--- config.mk ---
export PLATFORM = sky130hd
export DESIGN_NAME = axi_mem_arbiter
export DESIGN_NICKNAME = d
export VERILOG_FILES = /design/src/rtl/axi_mem_arbiter.sv
export SDC_FILE = /design/constraint.sdc
export NUM_CORES = 1
export LEC_CHECK = 0
export ABC_AREA = 1
export BUFFER_PORTS_ARGS = -buffer_cell sky130_fd_sc_hd__buf_2
export CORE_AREA = 2 2 270 272
export CTS_BUF_LIST = sky130_fd_sc_hd__clkbuf_8
export DETAILED_ROUTE_END_ITERATION = 8
export DIE_AREA = 0 0 272 274
export PLACE_DENSITY = 0.47
export SLEW_MARGIN = 10
export SYNTH_ARGS = -nofsm -noshare
export SYNTH_HDL_FRONTEND = slang
export SYNTH_SLANG_ARGS = --single-unit
--- constraint.sdc ---
create_clock -name clk -period 2.1 [get_ports clk]
set_input_delay 0.21 -clock clk [delete_from_list [all_inputs] [get_ports clk]]
set_output_delay 0.21 -clock clk [all_outputs]
set_load 0.1 [all_outputs]
--- src/rtl/axi_mem_arbiter.sv ---
// axi_mem_arbiter: round-robin arbiter sharing one AXI4 master among N_PORTS requestors, one transaction at a time
// Ports: clk/reset (async, active-low); req_* per-port request bus (flattened, port i in slice i);
// rsp_* registered response pulse to the owning port; m_axi_* AR/R/AW/W/B master channels.
module axi_mem_arbiter #(
  parameter int N_PORTS    = 2,
  parameter int ID_WIDTH   = 13,
  parameter int ADDR_WIDTH = 64,
  parameter int DATA_WIDTH = 64,
  parameter int STRB_WIDTH = DATA_WIDTH / 8
) (
  input  logic                         clk,
  input  logic                         reset,
  input  logic [N_PORTS-1:0]           req_valid,
  output logic [N_PORTS-1:0]           req_ready,
  input  logic [N_PORTS-1:0]           req_write,
  input  logic [N_PORTS*ADDR_WIDTH-1:0] req_addr,
  input  logic [N_PORTS*DATA_WIDTH-1:0] req_wdata,
  input  logic [N_PORTS*STRB_WIDTH-1:0] req_wstrb,
  input  logic [N_PORTS*8-1:0]         req_len,
  output logic [N_PORTS-1:0]           rsp_valid,
  output logic [DATA_WIDTH-1:0]        rsp_data,
  output logic                         rsp_last,
  output logic                         rsp_err,
  output logic [ID_WIDTH-1:0]          m_axi_arid,
  output logic [ADDR_WIDTH-1:0]        m_axi_araddr,
  output logic [7:0]                   m_axi_arlen,
  output logic [2:0]                   m_axi_arsize,
  output logic [1:0]                   m_axi_arburst,
  output logic                         m_axi_arvalid,
  input  logic                         m_axi_arready,
  input  logic [DATA_WIDTH-1:0]        m_axi_rdata,
  input  logic [1:0]                   m_axi_rresp,
  input  logic                         m_axi_rlast,
  input  logic                         m_axi_rvalid,
  output logic                         m_axi_rready,
  output logic [ID_WIDTH-1:0]          m_axi_awid,
  output logic [ADDR_WIDTH-1:0]        m_axi_awaddr,
  output logic [7:0]                   m_axi_awlen,
  output logic [2:0]                   m_axi_awsize,
  output logic [1:0]                   m_axi_awburst,
  output logic                         m_axi_awvalid,
  input  logic                         m_axi_awready,
  output logic [DATA_WIDTH-1:0]        m_axi_wdata,
  output logic [STRB_WIDTH-1:0]        m_axi_wstrb,
  output logic                         m_axi_wlast,
  output logic                         m_axi_wvalid,
  input  logic                         m_axi_wready,
  input  logic [1:0]                   m_axi_bresp,
  input  logic                         m_axi_bvalid,
  output logic                         m_axi_bready
);
  localparam int PW = N_PORTS > 1 ? $clog2(N_PORTS) : 1;
  localparam logic [2:0] IDLE = 3'd0, RD_ADDR = 3'd1, RD_DATA = 3'd2, WR_REQ = 3'd3, WR_RESP = 3'd4;
  localparam logic [2:0] SIZE = 3'($clog2(STRB_WIDTH));
  logic [2:0] state;
  logic [PW-1:0] rr_ptr, g, gnt;
  logic [N_PORTS-1:0] rot, g_oh, gnt_oh;
  logic found, aw_done, w_done, aw_now, w_now;
  logic [ADDR_WIDTH-1:0] addr;
  logic [DATA_WIDTH-1:0] wdata;
  logic [STRB_WIDTH-1:0] wstrb;
  logic [7:0] len;
  // Rotate so bit k is port (rr_ptr + k) mod N_PORTS; the lowest set bit wins.
  assign rot = N_PORTS'({req_valid, req_valid} >> rr_ptr);
  always_comb begin
    found = 1'b0;
    gnt = '0;
    for (int k = 0; k < N_PORTS; k++)
      if (!found && rot[k]) begin
        found = 1'b1;
        gnt = PW'((int'(rr_ptr) + k) % N_PORTS);
      end
  end
  assign g_oh = N_PORTS'(1) << g;
  assign gnt_oh = N_PORTS'(1) << gnt;
  // Gated by reset so no request is accepted while the block is held in reset.
  assign req_ready = (reset && state == IDLE && found) ? gnt_oh : '0;
  assign m_axi_arid = ID_WIDTH'(g);
  assign m_axi_araddr = addr;
  assign m_axi_arlen = len;
  assign m_axi_arsize = SIZE;
  assign m_axi_arburst = 2'b01;
  assign m_axi_arvalid = state == RD_ADDR;
  assign m_axi_rready = state == RD_DATA;
  assign m_axi_awid = ID_WIDTH'(g);
  assign m_axi_awaddr = addr;
  assign m_axi_awlen = 8'd0;
  assign m_axi_awsize = SIZE;
  assign m_axi_awburst = 2'b01;
  assign m_axi_awvalid = state == WR_REQ && !aw_done;
  assign m_axi_wdata = wdata;
  assign m_axi_wstrb = wstrb;
  assign m_axi_wlast = 1'b1;
  assign m_axi_wvalid = state == WR_REQ && !w_done;
  assign m_axi_bready = state == WR_RESP;
  // AW and W complete independently, possibly in the same cycle.
  assign aw_now = aw_done || (m_axi_awvalid && m_axi_awready);
  assign w_now = w_done || (m_axi_wvalid && m_axi_wready);
  always_ff @(posedge clk or negedge reset)
    if (!reset) begin
      state <= IDLE;
      rr_ptr <= '0;
      g <= '0;
      addr <= '0;
      wdata <= '0;
      wstrb <= '0;
      len <= '0;
      aw_done <= 1'b0;
      w_done <= 1'b0;
      rsp_valid <= '0;
      rsp_data <= '0;
      rsp_last <= 1'b0;
      rsp_err <= 1'b0;
    end else begin
      rsp_valid <= '0;
      rsp_data <= '0;
      rsp_last <= 1'b0;
      rsp_err <= 1'b0;
      case (state)
        IDLE:
          if (found) begin
            g <= gnt;
            addr <= req_addr[gnt*ADDR_WIDTH +: ADDR_WIDTH];
            wdata <= req_wdata[gnt*DATA_WIDTH +: DATA_WIDTH];
            wstrb <= req_wstrb[gnt*STRB_WIDTH +: STRB_WIDTH];
            len <= req_len[gnt*8 +: 8];
            aw_done <= 1'b0;
            w_done <= 1'b0;
            rr_ptr <= gnt == PW'(N_PORTS - 1) ? '0 : gnt + 1'b1;
            state <= req_write[gnt] ? WR_REQ : RD_ADDR;
          end
        RD_ADDR: state <= m_axi_arready ? RD_DATA : RD_ADDR;
        RD_DATA:
          if (m_axi_rvalid) begin
            rsp_valid <= g_oh;
            rsp_data <= m_axi_rdata;
            rsp_last <= m_axi_rlast;
            rsp_err <= |m_axi_rresp;
            state <= m_axi_rlast ? IDLE : RD_DATA;
          end
        WR_REQ: begin
          aw_done <= aw_now;
          w_done <= w_now;
          state <= (aw_now && w_now) ? WR_RESP : WR_REQ;
        end
        WR_RESP:
          if (m_axi_bvalid) begin
            rsp_valid <= g_oh;
            rsp_last <= 1'b1;
            rsp_err <= |m_axi_bresp;
            state <= IDLE;
          end
        default: state <= IDLE;
      endcase
    end
endmodule

==> results.txt <==
The run finished, with violations left. The checks that failed: negative setup slack. The tools report the critical path startpoint as state[0]$_DFFE_PN0P_.

The logs give 0.822 for the routability congestion estimate and 11.9% for the all-layer global routing usage. The wire length reported by the detailed router is 47,200 um. The number of synthesized flops with an enable pin works out to 0. The run gives 74,500 um^2 as the area of the die. The logic depth of the worst register-to-register path is 8. At the end of the flow, the number of nets in the layout was 2,536. The highest fanout seen on the critical path was 3; the number of maximum-capacitance violations was 0. The area of the core is 72,000 um^2. Clock tree synthesis inserted a total of 43 buffers. Number of clock sinks: 219.

The slew of the pin with the lowest slew margin came out at 0.694 ns. Compared with the post-synthesis result, the final layout area differs by 87.2%. The worst path in the final design needs a cycle of 2.15 ns, including I/O delays and setup. The proportion of synthesized chip area in sequential cells was 54.7%. Setup repair after global routing could not meet its margin everywhere. Detailed routing placed a total of 3430 um of wire on met3. The number of setup violations in the final report came out at 1.

Root buffer cell: sky130_fd_sc_hd__clkbuf_8. The routed layout has 11,800 vias. The tools report the total count of hold-check failures in the final report as 0. STA classifies the critical path endpoint as an output port. The number of buffer cells added on primary ports works out to 652. Once detail routing completed, the nets flagged for antenna violations numbered 0. For the cell count after synthesis, the log shows 1,185. The number of register bits inferred by synthesis was 219; the top cell type's share of synthesized area was 54.7%. The tools report the data required time of the critical path as 1.89 ns. Total half-perimeter wirelength after legalization and detailed placement: 31,700 um. The number of max-slew violations in the final report came out at 0. In this run the critical register-to-register path is captured at m_axi_arlen[0]$_DFFE_PN0P_. The largest net degree at the start of global routing is 96, and the count of H-tree levels built during CTS is 2. The min-delay analysis places its worst path in the category in -> reg.

The highest routed metal layer is met4. Yosys printed 0 warnings. Based on the critical path, the design can be clocked at up to 0.466 GHz. Dividing the detail-routed wire length by the instance count gives 14.9 um. The number of cells in the design after placement was 2,689; the maximum root-to-sink buffer count was 3. The number of rows in the core area came out at 99.

After clock tree synthesis, the clock-pin slew on the worst setup and hold paths is 0.05 ns. In the final layout, the share of cells above drive strength 1 is 35.5%. The total overflow reported by the global router is 0, and the post-synthesis cell type count is 24.

The headroom to the max-slew limit came out at 53.7%. sky130_fd_sc_hd__nand2_1 is the most common cell in the netlist. The met2 layer wire length in the routed design was 23,700 um; the die outline width was 272 um.

Die extent in y: 274 um. In the routed design, unresolved DRC markers number 0. The initial antenna violation count came out at 0. The clock network latency to the later pin of the worst-skew pair is 0.57 ns, and the share of synthesized flip-flops with an asynchronous set or reset is 100%. The initial DRC count is 385, and the final worst-path setup slack is -0.0468 ns. For this design the top-level I/O count stands at 696.

The clock tree skew after final layout came out at 0.00690 ns. Sorting the synthesized cells by area gives the leading types as sky130_fd_sc_hd__dfrtp_1 (55%), sky130_fd_sc_hd__nand3_1 (15%), sky130_fd_sc_hd__nand2_1 (14%). The number of global-route vias before repair is 12,100. TritonCTS built the clock tree. The source of the worst register-to-register timing path was state[0]$_DFFE_PN0P_. The per-instance average area after synthesis was 8.46 um^2. The first global-routing pass estimated 68,900 um of wire. Destination of the critical timing path: req_ready[0]. The post-layout instance count excluding filler cells is 3,155, and the mean number of vias per cell is 3.75. STA puts the critical path data arrival time at 1.94 ns. STA classifies the critical path startpoint as a flop. The cell area after synthesis was 10,000 um^2. The leading area contributor after synthesis was sky130_fd_sc_hd__dfrtp_1. The worst setup path is of the reg -> out kind.

The initial utilization of the core area, before any placement, comes to 13.9%. The post-place setup slack was 0.331 ns; the sum of routed wire segments on met1 was 18,300 um. The most used flip-flop cell after synthesis is sky130_fd_sc_hd__dfrtp_1. For the minimum setup slack among reg-to-reg paths, the log shows 0.26 ns.

The count of TritonRoute iterations in the first routing pass was 5; the portion of the clock cycle consumed by the worst path in the final layout was 102%. The commonest cells after synthesis are sky130_fd_sc_hd__nand2_1 (370), sky130_fd_sc_hd__nand3_1 (293), sky130_fd_sc_hd__dfrtp_1 (219), sky130_fd_sc_hd__buf_4 (115), sky130_fd_sc_hd__nor2_1 (78).
==> state kept, by name (all words and copies together) (netlist names), 2 cells and up <==
signal,flops
m_axi_wstrb,8
rsp_data,64
state,3
rsp_valid,2
m_axi_arlen,8
m_axi_araddr,64
m_axi_wdata,64
==> metal layers <==
layer  vias to the layer above  GRT usage [%]
met4                         0           5.47
met5                         -              0
met3                        92           3.07
met2                       559           21.3
met1                      5540           13.1
li1                       5630              -
==> cell families after synthesis <==
logic type | Yosys count | share of synthesized area [%]
and+or+nand+nor | 747 | 31.9
DFF | 219 | 54.7
buffers and inverters | 206 | 12.6
AOI/OAI and AO/OA | 11 | 0.699
other | 2 | 0.0749
==> layout by cell type, fill, tap and decap left out, drive strengths merged <==
cell type,instances
buf,703
dlygate4sd3,379
nand2,370
nand3,293
dfrtp,219
nor2,81
clkbuf,54
conb,43
inv,35
o21ai,5
a21oi,4
diode,2
clkinv,2
nor3,1
o22ai,1
clkinvlp,1
o21bai,1
nand4,1
or2,1
==> cell type report <==
class | count | area (um^2)
Fill cell | 7718 | 53200
Antenna cell | 2 | 5.00
Clock inverter | 18 | 70.1
Sequential cell | 219 | 5480
Tap cell | 959 | 1200
Multi-Input combinational cell | 801 | 3480
Inverter | 20 | 88.8
Timing Repair Buffer | 1083 | 7710
Clock buffer | 53 | 729
==> critical path: stages, from the launching register on <==
cell	delay (ns)
sky130_fd_sc_hd__dfrtp_1	0.40
sky130_fd_sc_hd__nor2_2	0.15
sky130_fd_sc_hd__nand2_2	0.09
sky130_fd_sc_hd__nor2_4	0.12
sky130_fd_sc_hd__inv_4	0.06
sky130_fd_sc_hd__nor2_8	0.09
sky130_fd_sc_hd__clkinvlp_4	0.15
sky130_fd_sc_hd__nor2_4	0.13
sky130_fd_sc_hd__buf_12	0.18
==> worst min-delay path by stage <==
stage | start | to | slack (ns) | cells past startpoint
2_1_floorplan | reset | aw_done$_DFFE_PN0P_ | -0.09 | 0
3_3_place_gp | reset | m_axi_araddr[5]$_DFFE_PN0P_ | 0.34 | 2
3_5_place_dp | reset | m_axi_araddr[0]$_DFFE_PN0P_ | 0.34 | 2
4_1_cts | req_len[8] | m_axi_arlen[0]$_DFFE_PN0P_ | 0.11 | 3
5_1_grt | req_valid[0] | g$_DFFE_PN0P_ | 0.12 | 5
6_report | req_len[8] | m_axi_arlen[0]$_DFFE_PN0P_ | 0.11 | 3
==> metrics by stage <==
stage | area, um^2 | hold WS (ns) | utilization (%) | TNS, ns
2_1_floorplan | 10200 | -0.0856 | - | 0
3_3_place_gp | 14000 | 0.339 | 19.5 | 0
3_5_place_dp | 14000 | 0.335 | 19.5 | 0
4_1_cts | 18700 | 0.111 | 26.0 | -0.277
5_1_grt | 18800 | 0.124 | 26.1 | -0.269
6_report | 18800 | 0.111 | 26.1 | -0.0468
==> what timing repair did <==
action | in CTS | in global routing
hold buffers | 379 | 0
resized for setup | 9 | 7
pin swaps | 5 | 5
buffers inserted | 8 | 6
setup endpoints to repair | 5 | 3
hold endpoints to repair | 301 | 0
Power is left out: the tool's default activity adds up to more than one toggle a clock period on the data nets, which glitch-free logic cannot reach.
